--- src/rtl/display_bcd_8bits.sv ---
// rtl/display_bcd_8bits.sv - binary to 3-digit BCD converter with multiplexed 7-segment scanner
module display_bcd_8bits #(
   parameter int WIDTH    = 8,
   parameter int SCAN_DIV = 50000,
   parameter int BLANK_LZ = 1
) (
   input  logic             clk,
   input  logic             rst,
   input  logic [WIDTH-1:0] value,
   output logic [11:0]      bcd,
   output logic             valid,
   output logic [6:0]       seg,
   output logic [2:0]       an
);

   typedef enum logic [1:0] {
      S_LOAD   = 2'd0,
      S_SHIFT  = 2'd1,
      S_UPDATE = 2'd2
   } state_t;

   localparam int CW = $clog2(WIDTH + 1);
   localparam int DW = (SCAN_DIV > 1) ? $clog2(SCAN_DIV) : 1;

   localparam logic [6:0] SEG_BLANK = 7'h7F;

   // converter state
   state_t           state_q;
   logic [WIDTH-1:0] shift_q;
   logic [11:0]      scratch_q;
   logic [CW-1:0]    cnt_q;
   logic [11:0]      bcd_q;
   logic             valid_q;
   logic [11:0]      adj_d;

   // scanner state
   logic [DW-1:0]    div_q;
   logic [1:0]       idx_q;
   logic [2:0]       an_q;
   logic [6:0]       seg_q;
   logic [3:0]       digit_d;
   logic             blank_d;
   logic [6:0]       seg_d;
   logic [2:0]       an_d;
   logic             wrap_d;

   // active-low segment pattern {g,f,e,d,c,b,a}; nibbles above 9 show nothing
   function automatic logic [6:0] seg_decode(input logic [3:0] d);
      logic [6:0] s;
      case (d)
         4'd0:    s = 7'h40;
         4'd1:    s = 7'h79;
         4'd2:    s = 7'h24;
         4'd3:    s = 7'h30;
         4'd4:    s = 7'h19;
         4'd5:    s = 7'h12;
         4'd6:    s = 7'h02;
         4'd7:    s = 7'h78;
         4'd8:    s = 7'h00;
         4'd9:    s = 7'h10;
         default: s = SEG_BLANK;
      endcase
      return s;
   endfunction

   // add-3 correction of every scratch nibble that is 5 or more before the next shift
   always_comb begin
      adj_d = scratch_q;
      for (int i = 0; i < 3; i++) begin
         if (scratch_q[4*i +: 4] >= 4'd5) begin
            adj_d[4*i +: 4] = scratch_q[4*i +: 4] + 4'd3;
         end
      end
   end

   // double-dabble sequencer: load, WIDTH shifts, publish result, repeat
   always_ff @(posedge clk) begin
      if (!rst) begin
         state_q   <= S_LOAD;
         shift_q   <= '0;
         scratch_q <= '0;
         cnt_q     <= '0;
         bcd_q     <= '0;
         valid_q   <= 1'b0;
      end else begin
         valid_q <= 1'b0;
         case (state_q)
            S_LOAD: begin
               shift_q   <= value;
               scratch_q <= '0;
               cnt_q     <= CW'(WIDTH);
               state_q   <= S_SHIFT;
            end
            S_SHIFT: begin
               scratch_q <= {adj_d[10:0], shift_q[WIDTH-1]};
               shift_q   <= shift_q << 1;
               cnt_q     <= cnt_q - CW'(1);
               if (cnt_q == CW'(1)) begin
                  state_q <= S_UPDATE;
               end
            end
            S_UPDATE: begin
               bcd_q   <= scratch_q;
               valid_q <= 1'b1;
               state_q <= S_LOAD;
            end
            default: begin
               state_q <= S_LOAD;
            end
         endcase
      end
   end

   // pick the digit for the current scan slot and apply leading-zero blanking
   always_comb begin
      wrap_d = (div_q == DW'(SCAN_DIV - 1));
      case (idx_q)
         2'd0: begin
            digit_d = bcd_q[3:0];
            an_d    = 3'b110;
         end
         2'd1: begin
            digit_d = bcd_q[7:4];
            an_d    = 3'b101;
         end
         default: begin
            digit_d = bcd_q[11:8];
            an_d    = 3'b011;
         end
      endcase
      blank_d = 1'b0;
      if (BLANK_LZ != 0) begin
         if (idx_q == 2'd2 && bcd_q[11:8] == 4'd0) begin
            blank_d = 1'b1;
         end
         if (idx_q == 2'd1 && bcd_q[11:8] == 4'd0 && bcd_q[7:4] == 4'd0) begin
            blank_d = 1'b1;
         end
      end
      seg_d = blank_d ? SEG_BLANK : seg_decode(digit_d);
   end

   // scan divider, digit index and registered pin drivers
   always_ff @(posedge clk) begin
      if (!rst) begin
         div_q <= '0;
         idx_q <= 2'd0;
         an_q  <= 3'b111;
         seg_q <= SEG_BLANK;
      end else begin
         if (wrap_d) begin
            div_q <= '0;
            idx_q <= (idx_q >= 2'd2) ? 2'd0 : idx_q + 2'd1;
         end else begin
            div_q <= div_q + DW'(1);
         end
         an_q  <= an_d;
         seg_q <= seg_d;
      end
   end

   assign bcd   = bcd_q;
   assign valid = valid_q;
   assign seg   = seg_q;
   assign an    = an_q;

endmodule

--- config.mk ---
export PLATFORM = sky130hd
export DESIGN_NAME = display_bcd_8bits
export DESIGN_NICKNAME = d
export VERILOG_FILES = /design/src/rtl/display_bcd_8bits.sv
export SDC_FILE = /design/constraint.sdc
export NUM_CORES = 1
export LEC_CHECK = 0
export CORE_ASPECT_RATIO = 1.25
export CORE_MARGIN = 5
export CORE_UTILIZATION = 40
export DETAILED_ROUTE_END_ITERATION = 8
export GPL_ROUTABILITY_DRIVEN = 0
export SLEW_MARGIN = 25
export SYNTH_ARGS = -nofsm -noshare
export SYNTH_HDL_FRONTEND = slang
export SYNTH_SLANG_ARGS = --single-unit
--- constraint.sdc ---
create_clock -name clk -period 1.9 [get_ports clk]
set_input_delay 0.38 -clock clk [delete_from_list [all_inputs] [get_ports clk]]
set_output_delay 0.38 -clock clk [all_outputs]
set_load 0.1 [all_outputs]
==> flow_summary.yaml <==
timing:
  hold_viol: 0
  finalSetupViolCount: 0
  tightest_slew_ns: 0.497
  finalClockSkew_ns: 0.00771
  fin_crit_sh_pct: 92.4
  post-route-min-period_ns: 1.76
  whs_ns: 0.482
  tns_ns: 0
  rsz0062_at_grt: "no"
  drv_slew: 0
  fmax_mhz: 570
  relSlewSlack_pct: 66.7
  setup_slack_ns: 0.144
drt:
  wl_mm: 6.18
  detail-route-antenna-nets: 0
  drt_iter0_drc: 99
  dr.pass1.iters: 4
  post-route-drc-count: 0
  viasPerCell: 4.97
  routedWlPerCell_um: 12.6
  vias: 2436
worst_setup_path:
  slowest_stage: "dfxtp_1"
  rrSetupSlack_ns: 0.14
  worst-r2r-cell-count: 7
  reg2reg_to: "seg[6]"
  timing.rr.start: "idx_q[0]"
  crit_path_max_fanout: 2
  arrival_ns: 1.98
  cp_top_family: "simple AND/OR/NAND/NOR gates"
  critPathBufInv: 1
  critPathKind: "register to register"
  max_stage_delay_ns: 0.35
  required_ns: 2.12
  endpoint_kind: "register"
  critPathLaunchType: "register"
  crit_chain: "mux2_4 > mux2i_4 > inv_1 > ha_1 > nor3_1 > a21oi_1 > or2_2"
pwr:
  ir_drop_v: 0.000410
  pwr-share-seq_pct: 47.7
  p_int_mw: 2.35
  power.total_mw: 3.06
  switching_share_pct: 23.3
  p_comb_share_pct: 7.7
  p_per_area_nw_per_um2: 797
  power.switching_uw: 712
  power_frac_clock_pct: 44.6
  leakage_nw: 1.60
global_route:
  gr-usage-all-layers_pct: 13.9
  overflow: 0
  grt_pass1_wl_mm: 10.6
  antenna_found_initial: 0
  grt_max_degree: 29
  grt_pass1_vias: 2345
synthesis:
  synth.top_cell.area_share_pct: 42.7
  synthFlopType: "dfxtp_1"
  seq_area_frac_synth_pct: 42.7
  synth_area_per_cell_sq_um: 8.97
  ys_ff_latch: 67
  syn_area_sq_um: 3140
  synth.most_common_cell: "dfxtp_1"
  yosys-top-cells-area: "dfxtp_1 43%, nand2_1 5.7%, ha_1 4.8%, mux2i_1 4.8%, nor2_1 3.6%"
  async_reset_ff_share_pct: 0
  synth_warnings: 0
  syn_inst: 350
  synth_commonest_cells: "67 x dfxtp_1, 48 x nand2_1, 30 x nor2_1, 18 x nor2b_1"
  synth_edf_count: 0
  synth_top_area_cell: "dfxtp_1"
  syn_nets: 372
  yosysUniqueCellTypes: 50
layout:
  areaGrowthSynthToFinish_pct: 22.3
  finish.utilization_pct: 49.5
  final_area_sq_um: 3840
  fill_cells: 784
  seq_area_sq_um: 1370
  final_nets: 412
  antenna_cells: 0
  drive_gt1_share_pct: 19.2
  multi_input_area_sq_um: 1650
  final_cells: 490
die:
  io_pins: 33
  start_util_pct: 40.5
  design.core.area_sq_um: 7750
  fp.dieW_um: 89.2
  die_area_sq_um: 9730
  die_y_um: 109
  row_count: 36
min_path:
  hold_depth: 2
  min-delay-start: "scratch_q[9]"
  holdPathEnd: "bcd[9]"
  min_path_type: "register to register"
place:
  detailed_place_hpwl_mm: 4.52
  pre_cts_ws_ns: 0.153
  dpl_cell_area_sq_um: 3600
  io_buffers: 32
  placedCellCount: 474
cts:
  cts_max_level: 3
  cts_tree: "yes"
  clkTransAtPathRegs_ns: 0.07
  postCtsHoldBufs: 0
  cts_made_buffers: 9
  cts_setup_buffers: 0
  cts.repair.resized: 0
  clk_latency_ns: 0.34
  cts_sinks: 67
  cts-root-buf: "clkbuf_8"
  clk_path_buf_depth: 2
flow_run:
  maxCapViolCount: 0
outcome:
  outcome: "complete, no violations"
layout make-up:
| class | count | share of cell area [%] |
|---|---|---|
| multi-input cells | 249 | 42.9 |
| flip-flops and latches | 67 | 35.6 |
| repair buffers | 47 | 10.8 |
| clock buffers | 10 | 3.88 |
| well taps | 95 | 3.10 |
| clock inverters | 6 | 2.22 |
| inverters | 16 | 1.57 |
power groups by stage:
| stage | Combinational [mW] | Sequential, mW | Clock, mW |
|---|---|---|---|
| floorplan | 0.123 | 1.54 | 0 |
| global placement | 0.237 | 1.49 | 0 |
| detailed placement | 0.239 | 1.49 | 0 |
| CTS | 0.240 | 1.46 | 1.41 |
| global route | 0.263 | 1.46 | 1.47 |
| finish | 0.236 | 1.46 | 1.36 |
state kept, by name, indices dropped and copies added, names as in the netlist:
signal / cells
idx_q: 2
cnt_q: 4
an: 3
scratch_q: 12
state_q: 2
div_q: 16
bcd: 12
shift_q: 8
seg: 7
valid: 1
worst reg2reg max path, cell delays in order (launching register included):
cell,delay (ns)
dfxtp_1,0.35
mux2_4,0.31
mux2i_4,0.14
inv_1,0.06
ha_1,0.18
nor3_1,0.27
a21oi_1,0.06
or2_2,0.27
layout by cell type (no fill, tap or decap), types with 2 or more instances in the layout:
cell type and instances:
and3_1 2, a211o_1 2, a21oi_1 7, or2_2 2, buf_4 35, nand3_1 7, and2_1 2, nor3_1 3
nand4_1 7, nand2b_1 7, a21boi_0 14, xor2_1 11, mux2_2 2, nor2_1 30, nor3b_1 2, o211a_1 7
clkbuf_8 9, o21ai_2 2, dfxtp_1 55, nor2b_1 18, dfxtp_2 8, buf_12 3, clkinv_2 2, mux2i_1 15
nand2_1 48, a22oi_1 12, bufinv_16 2, inv_1 15, dfxtp_4 4, ha_1 12, xnor2_1 8, clkdlybuf4s50_1 9
o21bai_1 2, o21ai_0 10
worst max-delay path by stage:
stage / cells after the start / endpoint / from / slack, ns
CTS: 6 / seg[0] / idx_q[0] / 0.15
global route: 6 / seg[0] / idx_q[0] / 0.05
finish: 7 / seg[6] / idx_q[0] / 0.14
detailed placement: 6 / seg[0] / idx_q[0] / 0.15
floorplan: 5 / seg[0] / bcd[6] / 0.03
global placement: 7 / seg[6] / idx_q[0] / 0.20
routing by layer:
layer / vias to the layer above / global-route usage (%) / share of wire [%]
met3: 8 / 3.02 / 3.6
met1: 1128 / 16.3 / 44
met2: 31 / 24.0 / 50
li1: 1269 / - / -
met5: - / 0 / 0
met4: 0 / 6.06 / 1.9
logic make-up after synthesis:
| logic type | Yosys count | synth area share, % |
|---|---|---|
| compound gates | 62 | 14.2 |
| xor+xnor | 19 | 5.30 |
| fa+ha+maj | 12 | 4.78 |
| buf+inv | 34 | 4.82 |
| flops | 67 | 42.7 |
| mux | 19 | 6.70 |
| simple gates | 137 | 21.4 |
Power figures use the tool's default switching activity.
